[config.mk]
export PLATFORM = sky130hd
export DESIGN_NAME = data_mem_stage
export DESIGN_NICKNAME = d
export VERILOG_FILES = /design/src/rtl/data_mem_stage.sv
export SDC_FILE = /design/constraint.sdc
export NUM_CORES = 1
export LEC_CHECK = 0
export BUFFER_PORTS_ARGS = -buffer_cell sky130_fd_sc_hd__clkbuf_2
export CORE_AREA = 5 5 354 182
export DETAILED_ROUTE_END_ITERATION = 8
export DIE_AREA = 0 0 359 187
export SLEW_MARGIN = 20
export SYNTH_ARGS = -nofsm -noshare
export SYNTH_HDL_FRONTEND = slang
export SYNTH_SLANG_ARGS = --single-unit
[constraint.sdc]
create_clock -name clk -period 3.8 [get_ports clk]
set_clock_uncertainty 0.2 [all_clocks]
set_input_delay 0.38 -clock clk [delete_from_list [all_inputs] [get_ports clk]]
set_output_delay 0.38 -clock clk [all_outputs]
set_load 0.005 [all_outputs]
[src/rtl/data_mem_stage.sv]
// ============================================================================
// Module   : data_mem_stage
// Purpose  : Pipeline MEM stage. Forwards non-memory instructions to WB in one
//            cycle, performs word/byte stores into a MEM_WORDS x 16-bit
//            big-endian byte-addressed memory, and services LW/LBU with a
//            registered read that takes two cycles (one stall cycle).
//            Bad accesses (misaligned word access or address beyond the
//            memory) set a sticky fault flag, suppress the write and return
//            zero load data; the instruction is still forwarded.
// Ports    : clk       - clock, rising edge
//            rst       - asynchronous reset, active low
//            instr_in  - instruction from EX/MEM, opcode in [15:12]
//            result_in - ALU result; [15:0] is the byte address for memory ops
//            op1_in    - store data
//            valid_in  - EX/MEM inputs carry a live instruction
//            stall     - hold EX/MEM contents (high during the load wait cycle)
//            wb_instr  - registered instruction to WB
//            wb_data   - registered result to WB
//            wb_valid  - wb_instr/wb_data are live
//            fault     - sticky access-fault flag
// Revision : 1.0 - initial release
// ============================================================================
`default_nettype none

module data_mem_stage #(
  parameter int MEM_WORDS = 32,
  parameter int ADDR_W    = 5
) (
  input  logic        clk,
  input  logic        rst,
  input  logic [15:0] instr_in,
  input  logic [31:0] result_in,
  input  logic [15:0] op1_in,
  input  logic        valid_in,
  output logic        stall,
  output logic [15:0] wb_instr,
  output logic [31:0] wb_data,
  output logic        wb_valid,
  output logic        fault
);

  localparam logic [3:0]  c_op_lw     = 4'b1000;
  localparam logic [3:0]  c_op_sb     = 4'b1001;
  localparam logic [3:0]  c_op_lbu    = 4'b1010;
  localparam logic [3:0]  c_op_sw     = 4'b1011;
  localparam logic [14:0] c_mem_words = 15'(MEM_WORDS);

  typedef enum logic [0:0] {
    IDLE      = 1'b0,
    LOAD_WAIT = 1'b1
  } state_t;

  state_t      r_state;
  state_t      w_state_nxt;

  logic [15:0] r_mem [MEM_WORDS];

  logic        r_stall;
  logic [15:0] r_wb_instr;
  logic [31:0] r_wb_data;
  logic        r_wb_valid;
  logic        r_fault;
  logic [15:0] r_ld_instr;
  logic [15:0] r_ld_data;

  // Decode of the live EX/MEM inputs
  logic [3:0]        w_opc;
  logic [15:0]       w_addr;
  logic [ADDR_W-1:0] w_idx;
  logic              w_is_lw, w_is_sb, w_is_lbu, w_is_sw;
  logic              w_is_load, w_is_store;
  logic              w_bad;
  logic [15:0]       w_rd_word;
  logic [15:0]       w_rd_data;

  assign w_opc      = instr_in[15:12];
  assign w_addr     = result_in[15:0];
  assign w_idx      = w_addr[ADDR_W:1];
  assign w_is_lw    = (w_opc == c_op_lw);
  assign w_is_sb    = (w_opc == c_op_sb);
  assign w_is_lbu   = (w_opc == c_op_lbu);
  assign w_is_sw    = (w_opc == c_op_sw);
  assign w_is_load  = w_is_lw | w_is_lbu;
  assign w_is_store = w_is_sw | w_is_sb;

  // Word accesses must be even; any access must fall inside the memory.
  assign w_bad = (w_addr[15:1] >= c_mem_words) | (w_addr[0] & (w_is_lw | w_is_sw));

  // Load data is resolved from the array contents at the capture edge, so a
  // store committed on the previous edge is already visible.
  assign w_rd_word = r_mem[w_idx];
  always_comb begin
    w_rd_data = 16'h0000;
    if (!w_bad) begin
      if (w_is_lw)        w_rd_data = w_rd_word;
      else if (w_addr[0]) w_rd_data = {8'h00, w_rd_word[7:0]};
      else                w_rd_data = {8'h00, w_rd_word[15:8]};
    end
  end

  // Next-state / next-output logic
  logic        w_stall_nxt;
  logic [15:0] w_wb_instr_nxt;
  logic [31:0] w_wb_data_nxt;
  logic        w_wb_valid_nxt;
  logic        w_fault_set;
  logic        w_capture;
  logic        w_we_hi, w_we_lo;
  logic [15:0] w_wdata;

  always_comb begin
    w_state_nxt    = r_state;
    w_stall_nxt    = 1'b0;
    w_wb_instr_nxt = r_wb_instr;
    w_wb_data_nxt  = r_wb_data;
    w_wb_valid_nxt = 1'b0;
    w_fault_set    = 1'b0;
    w_capture      = 1'b0;
    w_we_hi        = 1'b0;
    w_we_lo        = 1'b0;
    w_wdata        = w_is_sw ? op1_in : {op1_in[7:0], op1_in[7:0]};

    case (r_state)
      IDLE: begin
        if (valid_in) begin
          w_fault_set = (w_is_load | w_is_store) & w_bad;
          if (w_is_load) begin
            w_capture   = 1'b1;
            w_stall_nxt = 1'b1;
            w_state_nxt = LOAD_WAIT;
          end else begin
            w_wb_instr_nxt = instr_in;
            w_wb_data_nxt  = result_in;
            w_wb_valid_nxt = 1'b1;
            if (w_is_store && !w_bad) begin
              // SB picks a single big-endian lane; SW writes both.
              w_we_hi = w_is_sw | ~w_addr[0];
              w_we_lo = w_is_sw |  w_addr[0];
            end
          end
        end
      end
      LOAD_WAIT: begin
        // EX/MEM is held upstream; its contents are ignored here.
        w_wb_instr_nxt = r_ld_instr;
        w_wb_data_nxt  = {16'h0000, r_ld_data};
        w_wb_valid_nxt = 1'b1;
        w_state_nxt    = IDLE;
      end
      default: w_state_nxt = IDLE;
    endcase
  end

  always_ff @(posedge clk or negedge rst) begin
    if (!rst) begin
      r_state    <= IDLE;
      r_stall    <= 1'b0;
      r_wb_instr <= 16'h0000;
      r_wb_data  <= 32'h0000_0000;
      r_wb_valid <= 1'b0;
      r_fault    <= 1'b0;
      r_ld_instr <= 16'h0000;
      r_ld_data  <= 16'h0000;
    end else begin
      r_state    <= w_state_nxt;
      r_stall    <= w_stall_nxt;
      r_wb_instr <= w_wb_instr_nxt;
      r_wb_data  <= w_wb_data_nxt;
      r_wb_valid <= w_wb_valid_nxt;
      r_fault    <= r_fault | w_fault_set;
      if (w_capture) begin
        r_ld_instr <= instr_in;
        r_ld_data  <= w_rd_data;
      end
    end
  end

  always_ff @(posedge clk or negedge rst) begin
    if (!rst) begin
      r_mem <= '{default: 16'h0000};
    end else begin
      if (w_we_hi) r_mem[w_idx][15:8] <= w_wdata[15:8];
      if (w_we_lo) r_mem[w_idx][7:0]  <= w_wdata[7:0];
    end
  end

  assign stall    = r_stall;
  assign wb_instr = r_wb_instr;
  assign wb_data  = r_wb_data;
  assign wb_valid = r_wb_valid;
  assign fault    = r_fault;

endmodule

`default_nettype wire

==> run summary <==
The slew at the pin with the worst max-slew slack was 0.9607 ns. For the fraction of power consumed by sequential logic, the log shows 47.9%. By count the netlist is led by dfrtp_1, mux2_2, mux2i_1, nand2_1, clkbuf_1. After synthesis, the mean cell area works out to 13.66 um2.

The total placed instance area came out at 29,060 um2. In the global route stage, overall resource usage came out at 21.65%. The run gives 0 as the final-report setup violation count. The logs give 1 for the number of antenna violations at the first check in global routing and 0.01562 uW for the leakage power. Final-report max-slew violation count: 0.

Net switching fraction of the power: 23.15%. Headroom to the max-slew limit came out at 35.95%. The run gives 1,339 as the number of design-rule violations left by the first detailed-router iteration. After clock tree synthesis, the clock-pin slew on the worst setup and hold paths is 0.07 ns. The mapped netlist covers 27,170 um2. The sequential fraction of the synthesis area was 54.81%.

The final hold violation count is 0, and the distinct cell type count of the synthesized netlist is 55. The top cell type by total area after synthesis is dfrtp_1. Remaining global-route overflow: 0. Internal power: 10,390 uW.

The run gives 3.52 ns as the arrival time of data at the critical path endpoint. Class of the worst hold path: in2reg. The initial utilization of the core area, before any placement, comes to 44.76%. The tools report the wire length of the first global-routing pass as 113,600 um. Clock latency on the worst-skew pair, taken at its later pin, is 0.60 ns. The final weighted congestion of routability-driven global placement came out at 0.8294. The final critical-path share of the clock period was 84.90%. Summed over its instances, the top area cell type makes up 54.81% of the synthesized netlist area.

The total number of placement rows is 64. Counting I/O delays and the setup requirement, the final critical path takes 3.226 ns. The final cell count without fillers came out at 3,032.

After legalization and detailed placement, the total HPWL measured 48,330 um. The synthesis-to-layout area growth is 15.95%. The startpoint-to-endpoint class of the critical path is in2reg. Dividing total power by cell area gives a power density of 429.2 nW/um2. The tree is rooted in a clkbuf_16. Counting every sink on the clock net gives 595. After the last flow step, the layout net total stands at 2,228.

The highest net fanout along the worst path is 8, and the largest vdd supply drop is 316.9 uV. The number of buffers added for setup after CTS is 0. The die covers 67,130 um2.

The post-detailed-route via-to-cell ratio was 5.732. During synthesis, Yosys emitted a total of 0 warnings. The startpoint identified for the worst hold timing path is op1_in[2]. Across the run, the number of max-cap violations was 0. The worst reg-to-reg path cell count is 5, and the number of stages on the worst hold path is 2. The width of the chip was 359 um. For the post-detailed-route DRC marker count, the log shows 0. The most common cell in the synthesized netlist is dfrtp_1. The tools report the required time at the endpoint of the critical path as 4.09 ns. The number of global-route vias before repair was 18,040; the number of levels in the clock H-tree was 2.

STA classifies the critical path endpoint as a flop. The final design instance area without fill is 31,500 um2, and the area inside the core boundary is 60,700 um2. Static timing analysis puts the maximum clock frequency at 310.0 MHz. Counting tap cells, the placed design contains a total of 2,887 instances.

TritonCTS built the clock tree. The worst register-to-register path ends at r_mem[156]. The count of nets left with antenna violations once routing finished came out at 0. For the relative contribution of the clock network to total power, the log shows 45.6%. The most used flip-flop cell after synthesis is dfrtp_1.

The design draws 13,520 uW. The total detailed-routing wirelength was 73,210 um; the proportion of register bits with asynchronous set or reset after synthesis was 100.0%. The fraction of layout instances using a drive strength above 1 was 41.39%; the number of detailed-routing iterations run before antenna repair was 5. After synthesis the netlist holds a flip-flop and latch count of 595.

The number of I/O port buffers is 117, and the reg-to-reg setup timing slack is 0.88 ns. No sink is reached through more buffers than the 3 on the longest clock path. Entering global routing, the biggest net connects 161 pins. Buffers inserted during clock tree synthesis total 55.

In the post-synthesis netlist, the biggest area contributors are dfrtp_1, mux2_2, mux2i_1. The via count was 17,380. The analysis attributes to net switching a power of 3130 uW. The number of synthesized flops with an enable pin was 0. Combinational logic burns 6.5% of the power.

Setup repair after global routing left no endpoint under its margin. The final routed wire length divided by cell count is 24.15 um. At the end of the flow the core is filled with cells to 51.90%.

The worst setup path is launched from an input pin. The run finished with clean final reports. The die outline height came out at 187 um.

The final sum of negative setup slack was 0 ns. Synthesis produced a netlist whose cell count is 1,989. The worst hold path terminates at r_mem[386].

During I/O placement, the number of pins put on the boundary was 118. The number of nets in the synthesized netlist is 2,056. The start of the worst register-to-register path was stall.
[power by group through the flow]
stage / registers [uW] / logic, uW / clock network [uW]
2_1_floorplan: 6590 / 380 / 0
3_3_place_gp: 6590 / 848 / 0
3_5_place_dp: 6600 / 850 / 0
4_1_cts: 6480 / 888 / 6300
5_1_grt: 6480 / 957 / 6560
6_report: 6480 / 877 / 6170
[sequential cells by signal (all words and copies together) (netlist names)]
register,count
r_mem,512
wb_data,32
r_ld_data,16
r_ld_instr,16
wb_instr,16
fault,1
stall,1
wb_valid,1
[layout make-up]
type | count | area, um2
Inverter | 6 | 22.52
Antenna cell | 1 | 2.502
Tap cell | 825 | 1032
Multi-Input combinational cell | 1255 | 11720
Sequential cell | 595 | 14890
Timing Repair Buffer | 248 | 1809
Clock inverter | 21 | 335.3
Fill cell | 5271 | 29200
Clock buffer | 81 | 1687
[worst max-delay path by stage]
stage	startpoint	end	slack, ns
after detailed placement	result_in[2]	r_ld_data[7]	0.49
after floorplan	result_in[2]	r_ld_data[7]	1.01
final	result_in[10]	r_mem[156]	0.57
after CTS	result_in[8]	r_mem[156]	0.62
after global placement	result_in[2]	r_ld_data[7]	0.48
after global routing	result_in[8]	r_mem[155]	0.52
[cells in the final DEF (no fill, tap or decap), types with 5 or more instances in the layout]
| cell | n |
|---|---|
| a21oi_1 | 19 |
| a221o_1 | 8 |
| a22o_1 | 8 |
| a22oi_1 | 18 |
| and2_1 | 7 |
| buf_12 | 9 |
| buf_4 | 81 |
| bufinv_16 | 9 |
| clkbuf_1 | 7 |
| clkbuf_16 | 57 |
| clkbuf_2 | 114 |
| clkbuf_8 | 17 |
| clkinv_2 | 10 |
| dfrtp_1 | 594 |
| dlygate4sd3_1 | 42 |
| inv_1 | 6 |
| mux2_1 | 10 |
| mux2_2 | 536 |
| mux2i_1 | 197 |
| mux4_2 | 31 |
| nand2_1 | 146 |
| nand2b_1 | 12 |
| nand4_1 | 5 |
| nor2_1 | 13 |
| nor2_2 | 13 |
| nor3_2 | 5 |
| nor3_4 | 7 |
| nor4_1 | 27 |
| o21ai_0 | 33 |
| o22ai_1 | 86 |
[what timing repair did]
item	in CTS	in global routing
hold endpoints to repair	216	0
resized for setup	0	0
hold buffers	42	0
[worst max-delay path, stage by stage]
cell,delay [ns]
dlygate4sd3_1,0.56
clkbuf_2,0.13
nor4_1,0.53
nand4_1,0.31
or4b_1,0.79
nor2_2,0.42
mux2_2,0.39
[metrics by stage]
step	worst slack (ns)	hold WS (ns)
3_3_place_gp	0.4786	0.1557
6_report	0.5740	0.04484
2_1_floorplan	1.007	-0.1156
3_5_place_dp	0.4917	0.1582
4_1_cts	0.6185	0.01087
5_1_grt	0.5180	0.01527
[metal layers]
metal	wire length (um)	global-route usage (%)	vias to the layer above	part of all wire (%)
met5	0	0	-	0
met4	1244	4.356	0	1.7
met3	4164	5.039	100	5.7
met2	33370	33.51	337	46
met1	34440	31.44	9250	47
li1	-	-	7693	-
[kinds of logic (layout without fill, tap and decap cells)]
family	Yosys count	in the layout	share of synthesized area (%)
muxes	774	774	32.46
DFF	595	595	54.81
and+or+nand+nor	292	292	6.176
AOI/OAI and AO/OA	188	188	4.440
buffers and inverters	139	356	2.086
xor gates and xnor gates	1	1	0.03224
other	0	1	0
(Power assumes the default switching activity.)
